<file path="src/rtl/ser_par_pkg.sv">
// rtl/ser_par_pkg.sv - shared types and constants for the serial/parallel stages
package ser_par_pkg;

  typedef enum logic {IDLE, SHIFT} rx_state_t;

  localparam int DEFAULT_WIDTH = 8;

  // Bit-order encoding shared with the par-to-ser transmitter.
  localparam logic MSB_FIRST = 1'b1;
  localparam logic LSB_FIRST = 1'b0;

endpackage

</file>
<file path="src/rtl/ser_to_par_word_rx.sv">
// rtl/ser_to_par_word_rx.sv - serial-to-parallel word receiver with one-entry holding register
module ser_to_par_word_rx
  import ser_par_pkg::*;
#(
  parameter int WIDTH = DEFAULT_WIDTH,
  localparam int CNT_W = $clog2(WIDTH)
) (
  input  logic             clk_in,
  input  logic             rst_n_in,
  input  logic             ser_in,
  input  logic             bit_valid_in,
  input  logic             start_in,
  input  logic             msb_first_in,
  input  logic             par_ready_in,
  input  logic             clr_err_in,
  output logic [WIDTH-1:0] par_out,
  output logic             par_valid,
  output logic             overrun,
  output logic             frame_err,
  output logic             busy
);

  rx_state_t        state;
  rx_state_t        next_state;
  logic [WIDTH-1:0] shift_reg;
  logic [WIDTH-1:0] shifted;
  logic [CNT_W-1:0] bit_cnt;
  logic [CNT_W-1:0] cnt_base;
  logic [CNT_W-1:0] cnt_next;
  logic             latched_msb;
  logic             order;
  logic             shift_en;
  logic             word_done;
  logic             resync_err;
  logic             take_word;

  // A start_in edge counts as bit 0 of a fresh word, using the newly requested order.
  always_comb begin
    order      = start_in ? msb_first_in : latched_msb;
    cnt_base   = start_in ? '0 : bit_cnt;
    shift_en   = bit_valid_in && (start_in || (state == SHIFT));
    shifted    = order ? {shift_reg[WIDTH-2:0], ser_in}
                       : {ser_in, shift_reg[WIDTH-1:1]};
    word_done  = shift_en && (cnt_base == CNT_W'(WIDTH-1));
    next_state = start_in ? SHIFT : state;
    cnt_next   = cnt_base;
    if (shift_en) begin
      cnt_next = word_done ? '0 : cnt_base + 1'b1;
    end
    resync_err = start_in && (state == SHIFT) && (bit_cnt != '0);
    take_word  = word_done && (!par_valid || par_ready_in);
  end

  always_ff @(posedge clk_in or negedge rst_n_in) begin
    if (!rst_n_in) begin
      state       <= IDLE;
      shift_reg   <= '0;
      bit_cnt     <= '0;
      latched_msb <= MSB_FIRST;
      par_out     <= '0;
      par_valid   <= 1'b0;
      overrun     <= 1'b0;
      frame_err   <= 1'b0;
    end else begin
      state   <= next_state;
      bit_cnt <= cnt_next;
      if (start_in) begin
        latched_msb <= msb_first_in;
      end
      if (shift_en) begin
        shift_reg <= shifted;
      end

      if (take_word) begin
        par_out   <= shifted;
        par_valid <= 1'b1;
      end else if (par_valid && par_ready_in) begin
        par_valid <= 1'b0;
      end

      // Error sets take priority over a coincident clear.
      if (word_done && par_valid && !par_ready_in) begin
        overrun <= 1'b1;
      end else if (clr_err_in) begin
        overrun <= 1'b0;
      end
      if (resync_err) begin
        frame_err <= 1'b1;
      end else if (clr_err_in) begin
        frame_err <= 1'b0;
      end
    end
  end

  assign busy = (state == SHIFT);

endmodule

</file>
<file path="config.mk">
export PLATFORM = sky130hd
export DESIGN_NAME = ser_to_par_word_rx
export DESIGN_NICKNAME = d
export VERILOG_FILES = /design/src/rtl/ser_par_pkg.sv /design/src/rtl/ser_to_par_word_rx.sv
export SDC_FILE = /design/constraint.sdc
export NUM_CORES = 1
export LEC_CHECK = 0
export ABC_AREA = 1
export BUFFER_PORTS_ARGS = -buffer_cell sky130_fd_sc_hd__buf_2
export CAP_MARGIN = 10
export CELL_PAD_IN_SITES_DETAIL_PLACEMENT = 2
export CELL_PAD_IN_SITES_GLOBAL_PLACEMENT = 2
export CORE_MARGIN = 2
export CORE_UTILIZATION = 31
export DETAILED_ROUTE_END_ITERATION = 8
export PLACE_DENSITY_LB_ADDON = 0.1
export SLEW_MARGIN = 20
export SYNTH_ARGS = -nofsm -noshare
export SYNTH_HDL_FRONTEND = slang
export SYNTH_SLANG_ARGS = --single-unit
export TNS_END_PERCENT = 5
</file>
<file path="constraint.sdc">
create_clock -name clk_in -period 1.6 [get_ports clk_in]
set_clock_uncertainty 0.15 [all_clocks]
set_input_delay 0.32 -clock clk_in [delete_from_list [all_inputs] [get_ports clk_in]]
set_output_delay 0.32 -clock clk_in [all_outputs]
set_load 0.05 [all_outputs]
</file>
==> key figures <==
Route
  • Via count: 1010
  • DRT iter0 DRCs: 37
  • WL/cell: around 14 microns
  • Drt via density: 4.698
  • First-pass DRT Iterations: 4
  • # DRC: 0
  • Post-DRT Antenna Nets: 0
  • Final WL: just over 3 mm

Die
  • DIE HEIGHT: 64.04 microns
  • Number of I/O pins: 20
  • DIE AREA: 4100 sq um
  • Initial Utilization: 32.96%
  • Die Wd: 64.04 microns
  • CORE AREA: 3390 sq um
  • Row count: 21

Layout
  • Area of the multi-input gates: roughly 500 sq um
  • Area grow syn2layout: 27.77%
  • Share of cells above drive strength 1: between 20% and 30%
  • Nets: 180
  • Ant. Diodes: 0
  • Register area: roughly 600 sq um
  • Fill cell count: around 390

Yosys
  • Sequential fraction of the synthesis area: 53.86%
  • Synth top cells by count: 65 x nand2_1, 23 x dfrtp_1, 18 x nand3_1, 13 x inv_1
  • Flops & latches, synth: 24
  • Netlist cell types: 16
  • Area leader, netlist: dfrtp_1
  • Mapped cell area: 1117 sq um
  • Ys Warns: 0
  • Most common cell in the netlist: nand2_1
  • Number of synthesized flops with an enable pin: 0
  • Post-Syn Area per Cell: 8.097 sq um
  • Synth top area cells: dfrtp_1 52%, nand2_1 22%, nand3_1 8.1%
  • Cells after synthesis: 138
  • Prevailing post-synth register cell: dfrtp_1
  • Post-synth net total: approximately 150
  • Top cell type's share of synthesized area: just over 50%
  • FFs w/ async S/R, synth: 100.0%

Run
  • MaxCap Viol Count: 0

Setup path
  • WP data arrival: 1610 ps
  • Crit-path max cell delay: 380 ps
  • Crit start category: flop
  • Critical setup path kind: flop to flop
  • Crit Path Max Fanout: 8
  • Critical Path Most Common Cell: nand2_1
  • CP Capture Type: flop
  • CP required: roughly 1700 ps
  • CP max-delay cell: dfrtp_1
  • Worst-path cell chain: nand2_1 > inv_1 > ha_4 > ha_4 > nand3_4 > nor2_4 > nand2_1 > nand2_1

Power and ir drop
  • Worst VDD drop: between 0.5 and 0.6 mV
  • LEAKAGE: between 0.8 and 0.9 nW
  • Power Total: 0.001424 W
  • Power Density: 997.3 nW/um^2

STA
  • Final Setup Violations: 0
  • Fmax: 672.2 MHz
  • Final Max Tran Viols: 0
  • Period minus WS final: ~1500 ps
  • Final hold slack: 40.17 ps
  • Final Hold Vio Count: 0
  • Max-slew headroom: 63.31%
  • RSZ-0062 raised after global routing: false
  • Worst slew pin tran: 550.4 ps
  • Final period util: between 90% and 100%

Clock tree
  • Clock root buffer: clkbuf_4
  • Clock insertion delay at the later pin of the skew report: 320 ps
  • Max Root-Sink Buffers: 2
  • Post-CTS setup buffer count: 0
  • CTS Buf Count: 3
  • Reg clk slew, reported paths: approximately 140 ps
  • H-tree levels: 1
  • CTS sink count: 24
  • CTS tree: built

Global route
  • Largest net degree at the start of global routing: 25
  • GR Util met1: 23.83%
  • GR Util met2: about 29%
  • Total gr overflow: 0
  • Antenna violations before repair: 0
  • GRT Resource Usage Total: 17.38%
  • Gr busiest metal: met2
  • GRT met3 Usage: 2.289%
  • Vias in the first global route: 1122
  • Global-route wire length before repair: between 5 and 6 mm

Placed design
  • RePlAce Congestion: around 0.73
  • Buffers on Ports: 19
  • Detailed placer's ending HPWL: 2.329 mm

Run status
  • Status: finished, final reports clean

Min path
  • Worst min path class: input port to flop
## metrics by stage
step / util [%] / cells / TNS [ps] / area (sq um) / setup WS (ps)
2_1_floorplan: - / 138 / 0 / 1117 / 113.7
5_1_grt: 42.12 / 215 / 0 / 1428 / 24.57
4_1_cts: 40.94 / 215 / 0 / 1388 / 29.05
6_report: 42.12 / 215 / 0 / 1428 / 112.3
3_5_place_dp: 39.09 / 210 / -607.7 / 1325 / -96.81
3_3_place_gp: 39.09 / 210 / -5.856 / 1325 / -3.279
## report_power, final
group | total (W) | switching, W | internal [W]
sequential | 0.000720 | 0.0000500 | 0.000670
clock | 0.000446 | 0.000192 | 0.000253
combinational | 0.000258 | 0.000170 | 0.0000886
total | 0.00142 | 0.000412 | 0.00101
## kinds of logic (layout without fill, tap and decap cells)
| group | Yosys count | count (layout) | share of synthesized area (%) |
|---|---|---|---|
| AOI/OAI and AO/OA | 4 | 4 | 2.016 |
| DFF | 24 | 24 | 53.86 |
| adders and majority gates | 2 | 2 | 2.239 |
| buffers and inverters | 15 | 46 | 5.151 |
| and+or+nand+nor | 92 | 92 | 35.95 |
| xor gates and xnor gates | 1 | 1 | 0.7840 |
## layout make-up
| class | instances | share of cell area (%) |
|---|---|---|
| Clock inverter | 1 | 2.103 |
| Inverter | 14 | 3.681 |
| Tap cell | 46 | 4.032 |
| Sequential cell | 24 | 42.16 |
| Multi-Input combinational cell | 99 | 34.88 |
| Timing Repair Buffer | 28 | 11.57 |
| Clock buffer | 3 | 1.578 |
## cells in the final DEF, fill, tap and decap left out, drive strengths merged
cell type / netlist / routed
ha: 2 / 2
nor2: 4 / 4
inv: 14 / 14
nor3: 1 / 1
clkbuf: 0 / 3
o22ai: 2 / 2
o21ai: 2 / 2
dfrtp: 23 / 23
dfstp: 1 / 1
xor2: 1 / 1
bufinv: 0 / 1
buf: 1 / 27
dlygate4sd3: 0 / 1
nand3: 20 / 20
nand2: 67 / 67
## worst paths after layout
path | from | to | cells after the start | slack, ps
min reg2reg | shift_reg[7]$_DFFE_PN0N_ | shift_reg[7]$_DFFE_PN0N_ | 2 | 350
max reg2reg | bit_cnt[1]$_DFF_PN0_ | par_out[4]$_DFFE_PN0P_ | 8 | 110
min in group asynchronous | rst_n_in | par_out[5]$_DFFE_PN0P_ | 2 | 380
min | clr_err_in | frame_err$_DFFE_PN0P_ | 2 | 40
max | bit_cnt[1]$_DFF_PN0_ | par_out[4]$_DFFE_PN0P_ | 8 | 110
max in group asynchronous | rst_n_in | bit_cnt[0]$_DFF_PN0_ | 2 | 550
## critical path: cells and delay by family (launching register included)
kind          cells  cell delay (ps)
buf+inv           1               90
fa+ha+maj         2              290
simple gates      5              530
flops             1              380
## layer usage
| metal | wire length [microns] | part of all wire, % |
|---|---|---|
| met1 | 1406 | 47 |
| met2 | 1494 | 50 |
| met3 | 104 | 3.4 |
| met4 | 13 | 0.43 |
| met5 | 0 | 0 |
## what timing repair did
| action | in CTS | in global routing |
|---|---|---|
| endpoints found under the hold margin | 23 | 0 |
| hold buffers | 1 | 0 |
| gates resized for setup | 0 | 9 |
| setup endpoints to repair | 0 | 11 |
Power figures use the tool's default switching activity.
